[config.mk]
export PLATFORM = sky130hd
export DESIGN_NAME = decoder_scan_n_flat
export DESIGN_NICKNAME = d
export VERILOG_FILES = /design/src/rtl/decoder_scan_n_if.sv /design/src/rtl/decoder_scan_n.sv /design/src/flat_wrapper.sv
export SDC_FILE = /design/constraint.sdc
export NUM_CORES = 1
export LEC_CHECK = 0
export ABC_CLOCK_PERIOD_IN_PS = 1500
export BUFFER_PORTS_ARGS = -buffer_cell sky130_fd_sc_hd__buf_2
export CAP_MARGIN = 20
export CORE_AREA = 2 2 39 41
export CTS_CLUSTER_SIZE = 16
export DETAILED_ROUTE_END_ITERATION = 10
export DIE_AREA = 0 0 41 43
export PLACE_DENSITY_LB_ADDON = 0.15
export SYNTH_ARGS = -nofsm -noshare
export SYNTH_HDL_FRONTEND = slang
export SYNTH_SLANG_ARGS = --single-unit
[constraint.sdc]
create_clock -name i_clk -period 1.5 [get_ports i_clk]
set_input_delay 0.075 -clock i_clk [delete_from_list [all_inputs] [get_ports i_clk]]
set_output_delay 0.075 -clock i_clk [all_outputs]
set_load 0.02 [all_outputs]
[src/rtl/decoder_scan_n_if.sv]
// Select/decode bundle for decoder_scan_n: request side (enable, mode, valid, binary)
// and decoded status (ready, one-hot, index, step/wrap pulses).
interface decoder_scan_n_if #(
    parameter int BIN_W = 2
);
    localparam int OUT_W = 2**BIN_W;

    logic             i_enable;
    logic             i_mode;
    logic             i_valid;
    logic             o_ready;
    logic [BIN_W-1:0] i_binary;
    logic [OUT_W-1:0] o_one_hot;
    logic [BIN_W-1:0] o_index;
    logic             o_step;
    logic             o_wrap;

    modport master (
        output i_enable, i_mode, i_valid, i_binary,
        input  o_ready, o_one_hot, o_index, o_step, o_wrap
    );

    modport slave (
        input  i_enable, i_mode, i_valid, i_binary,
        output o_ready, o_one_hot, o_index, o_step, o_wrap
    );
endinterface

[src/rtl/decoder_scan_n.sv]
// Binary-to-one-hot decoder with optional auto-scan (DECODER_SCAN_EN); 1-cycle select latency.
// Selects accepted only in DIRECT (o_ready); requests in IDLE/SCAN are dropped, never queued.
module decoder_scan_n #(
    parameter int BIN_W = 2,
    parameter int DWELL = 4
) (
    input  logic           i_clk,
    input  logic           i_rst_n,
    decoder_scan_n_if.slave bus
);
    localparam int OUT_W = 2**BIN_W;
    localparam int CNT_W = (DWELL > 1) ? $clog2(DWELL) : 1;

`ifdef DECODER_SCAN_EN
    typedef enum logic [1:0] {IDLE = 2'd0, DIRECT = 2'd1, SCAN = 2'd2} state_t;
`else
    typedef enum logic [1:0] {IDLE = 2'd0, DIRECT = 2'd1} state_t;
`endif

    state_t           state, state_nxt;
    logic [BIN_W-1:0] index, index_nxt;
    logic [OUT_W-1:0] one_hot, one_hot_nxt;
    logic             mode;
    logic             accept;
    logic             step, step_nxt;
    logic             wrap, wrap_nxt;

`ifdef DECODER_SCAN_EN
    logic [CNT_W-1:0] dwell, dwell_nxt;
    assign mode = bus.i_mode;
`else
    assign mode = 1'b0;
`endif

    assign accept = bus.i_valid && (state == DIRECT) && bus.i_enable && !mode;

    always_comb begin
        state_nxt   = state;
        index_nxt   = index;
        step_nxt    = 1'b0;
        wrap_nxt    = 1'b0;
        one_hot_nxt = '0;
`ifdef DECODER_SCAN_EN
        dwell_nxt   = '0;
`endif
        if (!bus.i_enable) begin
            state_nxt = IDLE;
        end else begin
            case (state)
                IDLE:    state_nxt = mode ? SCAN_OR_DIRECT() : DIRECT;
                DIRECT:  if (mode) state_nxt = SCAN_OR_DIRECT();
`ifdef DECODER_SCAN_EN
                SCAN:    if (!mode) state_nxt = DIRECT;
`endif
                default: state_nxt = IDLE;
            endcase
        end

        if (accept)
            index_nxt = bus.i_binary;

`ifdef DECODER_SCAN_EN
        // Dwell only runs while staying in SCAN; any exit or entry restarts it at zero.
        if (state == SCAN && state_nxt == SCAN) begin
            if (dwell == CNT_W'(DWELL - 1)) begin
                index_nxt = index + 1'b1;
                step_nxt  = 1'b1;
                wrap_nxt  = (index == {BIN_W{1'b1}});
            end else begin
                dwell_nxt = dwell + 1'b1;
            end
        end
`endif

        if (state_nxt != IDLE)
            one_hot_nxt[index_nxt] = 1'b1;
    end

    function automatic state_t SCAN_OR_DIRECT();
`ifdef DECODER_SCAN_EN
        return SCAN;
`else
        return DIRECT;
`endif
    endfunction

    always_ff @(posedge i_clk or negedge i_rst_n) begin
        if (!i_rst_n) begin
            state   <= IDLE;
            index   <= '0;
            one_hot <= '0;
            step    <= 1'b0;
            wrap    <= 1'b0;
`ifdef DECODER_SCAN_EN
            dwell   <= '0;
`endif
        end else begin
            state   <= state_nxt;
            index   <= index_nxt;
            one_hot <= one_hot_nxt;
            step    <= step_nxt;
            wrap    <= wrap_nxt;
`ifdef DECODER_SCAN_EN
            dwell   <= dwell_nxt;
`endif
        end
    end

    assign bus.o_ready   = (state == DIRECT);
    assign bus.o_one_hot = one_hot;
    assign bus.o_index   = index;
    assign bus.o_step    = step;
    assign bus.o_wrap    = wrap;
endmodule

[src/flat_wrapper.sv]
// flat-port wrapper written by rule: the top's interface ports become plain ports
module decoder_scan_n_flat 
#(
    parameter int BIN_W = 2,
    parameter int DWELL = 4
)
  (i_clk, i_rst_n, bus_i_enable, bus_i_mode, bus_i_valid, bus_i_binary, bus_o_ready, bus_o_one_hot, bus_o_index, bus_o_step, bus_o_wrap);
  decoder_scan_n_if #(.BIN_W(BIN_W)) bus_i ();
  input  logic i_clk;
  input  logic i_rst_n;
  input wire logic [$bits(bus_i.i_enable)-1:0] bus_i_enable;
  input wire logic [$bits(bus_i.i_mode)-1:0] bus_i_mode;
  input wire logic [$bits(bus_i.i_valid)-1:0] bus_i_valid;
  input wire logic [$bits(bus_i.i_binary)-1:0] bus_i_binary;
  output wire logic [$bits(bus_i.o_ready)-1:0] bus_o_ready;
  output wire logic [$bits(bus_i.o_one_hot)-1:0] bus_o_one_hot;
  output wire logic [$bits(bus_i.o_index)-1:0] bus_o_index;
  output wire logic [$bits(bus_i.o_step)-1:0] bus_o_step;
  output wire logic [$bits(bus_i.o_wrap)-1:0] bus_o_wrap;
  assign bus_i.i_enable = bus_i_enable;
  assign bus_i.i_mode = bus_i_mode;
  assign bus_i.i_valid = bus_i_valid;
  assign bus_i.i_binary = bus_i_binary;
  assign bus_o_ready = bus_i.o_ready;
  assign bus_o_one_hot = bus_i.o_one_hot;
  assign bus_o_index = bus_i.o_index;
  assign bus_o_step = bus_i.o_step;
  assign bus_o_wrap = bus_i.o_wrap;
  decoder_scan_n #(.BIN_W(BIN_W), .DWELL(DWELL)) u_core (.i_clk(i_clk), .i_rst_n(i_rst_n), .bus(bus_i));
endmodule
==> metrics.csv <==
stage,metric,value,unit
hold_path,worst hold start,bus_i_enable,
clocking,Worst-path clk slew,0.05,ns
clocking,Root Buffer,clkbuf_4,
final_layout,"commonest non-fill, non-tap cells in the layout","12 x buf_2, 8 x dfrtp_1",
die,Ports,16,
grt,largest net degree at the start of global routing,9,
critical_path,Critical-path top delay cell,dfrtp_1,
critical_path,Worst EP required,1.63,ns
power_and_ir_drop,Clk pwr share,30.0,%
timing,period utilization,73.7,%
route,Avg WL per Cell,10.7,um
synth,Syn Std Cell Area,362,um2
timing,fmax,904,MHz
critical_path,reg2reg start,u_core.state[1],
power_and_ir_drop,Power Density,1150,nW/um2
route,DRC,0,
timing,Final Slew Violations,0,
clocking,clock latency on the worst-skew pair,0.25,ns
die,Core Area,1380,um2
synth,Yosys warnings,0,
synth,sequential area share after synthesis,55.4,%
power_and_ir_drop,Leakage,0.242,nW
final_layout,"most common cell after layout, fill and taps aside",buf_2,
critical_path,worst setup path startpoint,u_core.state[1],
place,Port Buffers,12,
place,Inst Count DP,59,
clocking,CTS HTree Levels,1,
critical_path,FF-to-FF End,u_core.bus.o_index[0],
run,Max Cap Viol,0,
timing,Final Skew,0.000259,ns
timing,"Setup violations, final",0,
final_layout,Layout fillers,147,
timing,RSZ-0062 raised after global routing,no,
synth,Netlist cell types,16,
die,Placement Rows,14,
critical_path,flop-to-flop setup slack,0.39,ns
power_and_ir_drop,switching share of power,29.6,%
route,final WL,675,um
clocking,postcts setup bufs,0,
route,initial DRC count,6,
grt,initial antenna violation count,0,
final_layout,fin util,33.7,%
final_layout,layout cells sized above 1,38.3,%
grt,number of global-route vias before repair,261,
synth,number of synthesized register bits,8,
timing,Final min period,1.11,ns
place,Detailed Place HPWL,505,um
grt,GR Util All Layers,10.1,%
final_layout,fin cells,63,
critical_path,worst-path maximum fanout,5,
final_layout,Area growth syn-to-layout,29.1,%
timing,final setup TNS,0,ns
die,initial core utilization,26.1,%
critical_path,Worst path depth,4,
critical_path,Buf/Inv on CP,1,
critical_path,critical path startpoint category,flip-flop,
die,die area,1760,um2
clocking,CTS tree,yes,
outcome,outcome,"finished, final reports clean",
synth,Syn Inst Count,31,
synth,syn avg cell area,11.7,um2
route,detailed-route via count,285,
power_and_ir_drop,sequential share of power,48.7,%
final_layout,Final #Nets,56,
critical_path,cells on worst reg2reg path,4,
place,GP Congestion,0.800,
route,via/cell ratio,4.52,
route,Pre-Repair DR Iteration Count,4,
die,Chip Height,43,um
final_layout,diode count,0,
critical_path,critical path class,reg2reg,
critical_path,"slowest stage delay, CP",0.37,ns
critical_path,WP data arrival,1.24,ns
hold_path,worst hold endpoint,u_core.state[0],
hold_path,cell depth of the worst min-delay path,3,
power_and_ir_drop,Max VDD drop,0.361,mV
critical_path,crit-path cells,"nand2b_4, clkinv_2, nand3_2, mux2_1",
clocking,total CTS buffers,3,
critical_path,CP top delay family,flip-flops,
power_and_ir_drop,switching power,0.000158,W
place,Post-DP Area,434,um2
timing,hold_ws,0.0897,ns
clocking,Max clock buf depth,2,
power_and_ir_drop,Comb pwr share,21.3,%
timing,Fin. Hold Viols,0,
die,Die Wd,41,um
route,Post-DRT Antenna Nets,0,
clocking,Post-CTS Resized,0,
grt,first-pass GRT wire length,1140,um
power_and_ir_drop,Power Internal,0.000376,W
critical_path,CP Capture Type,flip-flop,
final_layout,post-route cell area,467,um2
grt,grt total ovfl,0,
hold_path,HP Class,in2reg,
clocking,clk sinks,8,
[logic make-up (layout without fill, tap and decap cells)]
kind of cell	Yosys count	count (layout)	synth area share [%]
other cells	1	3	1.04
mux	3	3	9.00
flops	8	8	55.4
simple gates	13	13	24.9
compound gates	3	3	4.15
buf+inv	3	17	5.53
[final cells by class]
cell class / count / area (um2) / area share [%]
Clock buffer: 3 / 22.5 / 4.83
Inverter: 1 / 5.00 / 1.07
Multi-Input combinational cell: 22 / 149 / 31.9
Sequential cell: 8 / 200 / 42.9
Tap cell: 16 / 20.0 / 4.29
Timing Repair Buffer: 13 / 70.1 / 15.0
[per-layer routing]
metal / part of all wire (%) / track usage (%) / vias up / routed length (um)
met1: 43 / 13.2 / 129 / 287
met2: 45 / 13.1 / 17 / 304
li1: - / - / 137 / -
met5: 0 / 0 / - / 0
met4: 1.5 / 8.00 / 0 / 10
met3: 11 / 3.14 / 2 / 73
[sequential cells by signal, summed over array words and instances (netlist names)]
register              count
u_core.state              2
u_core.bus.o_one_hot      4
u_core.bus.o_index        2
[Yosys cell counts]
cell | number | share of area [%]
mux2i_1 | 1 | 2.8
nand4_1 | 1 | 1.7
and2b_1 | 1 | 2.1
nand3_2 | 1 | 2.8
nand2_1 | 1 | 1.0
nand3b_1 | 2 | 4.2
nand4b_1 | 2 | 4.8
conb_1 | 1 | 1.0
buf_4 | 2 | 4.2
nor2_1 | 3 | 3.1
mux2_1 | 2 | 6.2
nand2b_4 | 1 | 3.8
a21oi_1 | 3 | 4.2
nand3_1 | 1 | 1.4
clkinv_2 | 1 | 1.4
dfrtp_1 | 8 | 55
[stage by stage]
step	power, W	worst slack, ns
finish	0.000534	0.394
global route	0.000573	0.336
CTS	0.000548	0.384
detailed placement	0.000377	0.393
global placement	0.000375	0.404
floorplan	0.000335	0.446
[tightest hold or removal path, stage by stage]
cell	delay [ns]
buf_2	0.10
nand2b_4	0.07
clkinv_2	0.06
[power by group through the flow]
| stage | clock [W] | sequential [W] | combinational (W) |
|---|---|---|---|
| 2_1_floorplan | 0 | 0.000286 | 0.0000497 |
| 3_3_place_gp | 0 | 0.000263 | 0.000112 |
| 3_5_place_dp | 0 | 0.000264 | 0.000113 |
| 4_1_cts | 0.000173 | 0.000260 | 0.000115 |
| 5_1_grt | 0.000184 | 0.000264 | 0.000125 |
| 6_report | 0.000160 | 0.000260 | 0.000114 |
[what timing repair did]
item,in CTS,in global routing
hold buffers,1,0
endpoints found under the hold margin,8,0
setup endpoints to repair,0,0
[worst max-delay path by stage]
| stage | endpoint | slack [ns] |
|---|---|---|
| after global placement | u_core.bus.o_index[1] | 0.40 |
| final | u_core.bus.o_index[0] | 0.39 |
| after floorplan | u_core.bus.o_index[0] | 0.45 |
| after CTS | u_core.bus.o_index[0] | 0.38 |
| after global routing | u_core.bus.o_index[1] | 0.34 |
| after detailed placement | u_core.bus.o_index[0] | 0.39 |
Power figures use the tool's default switching activity.
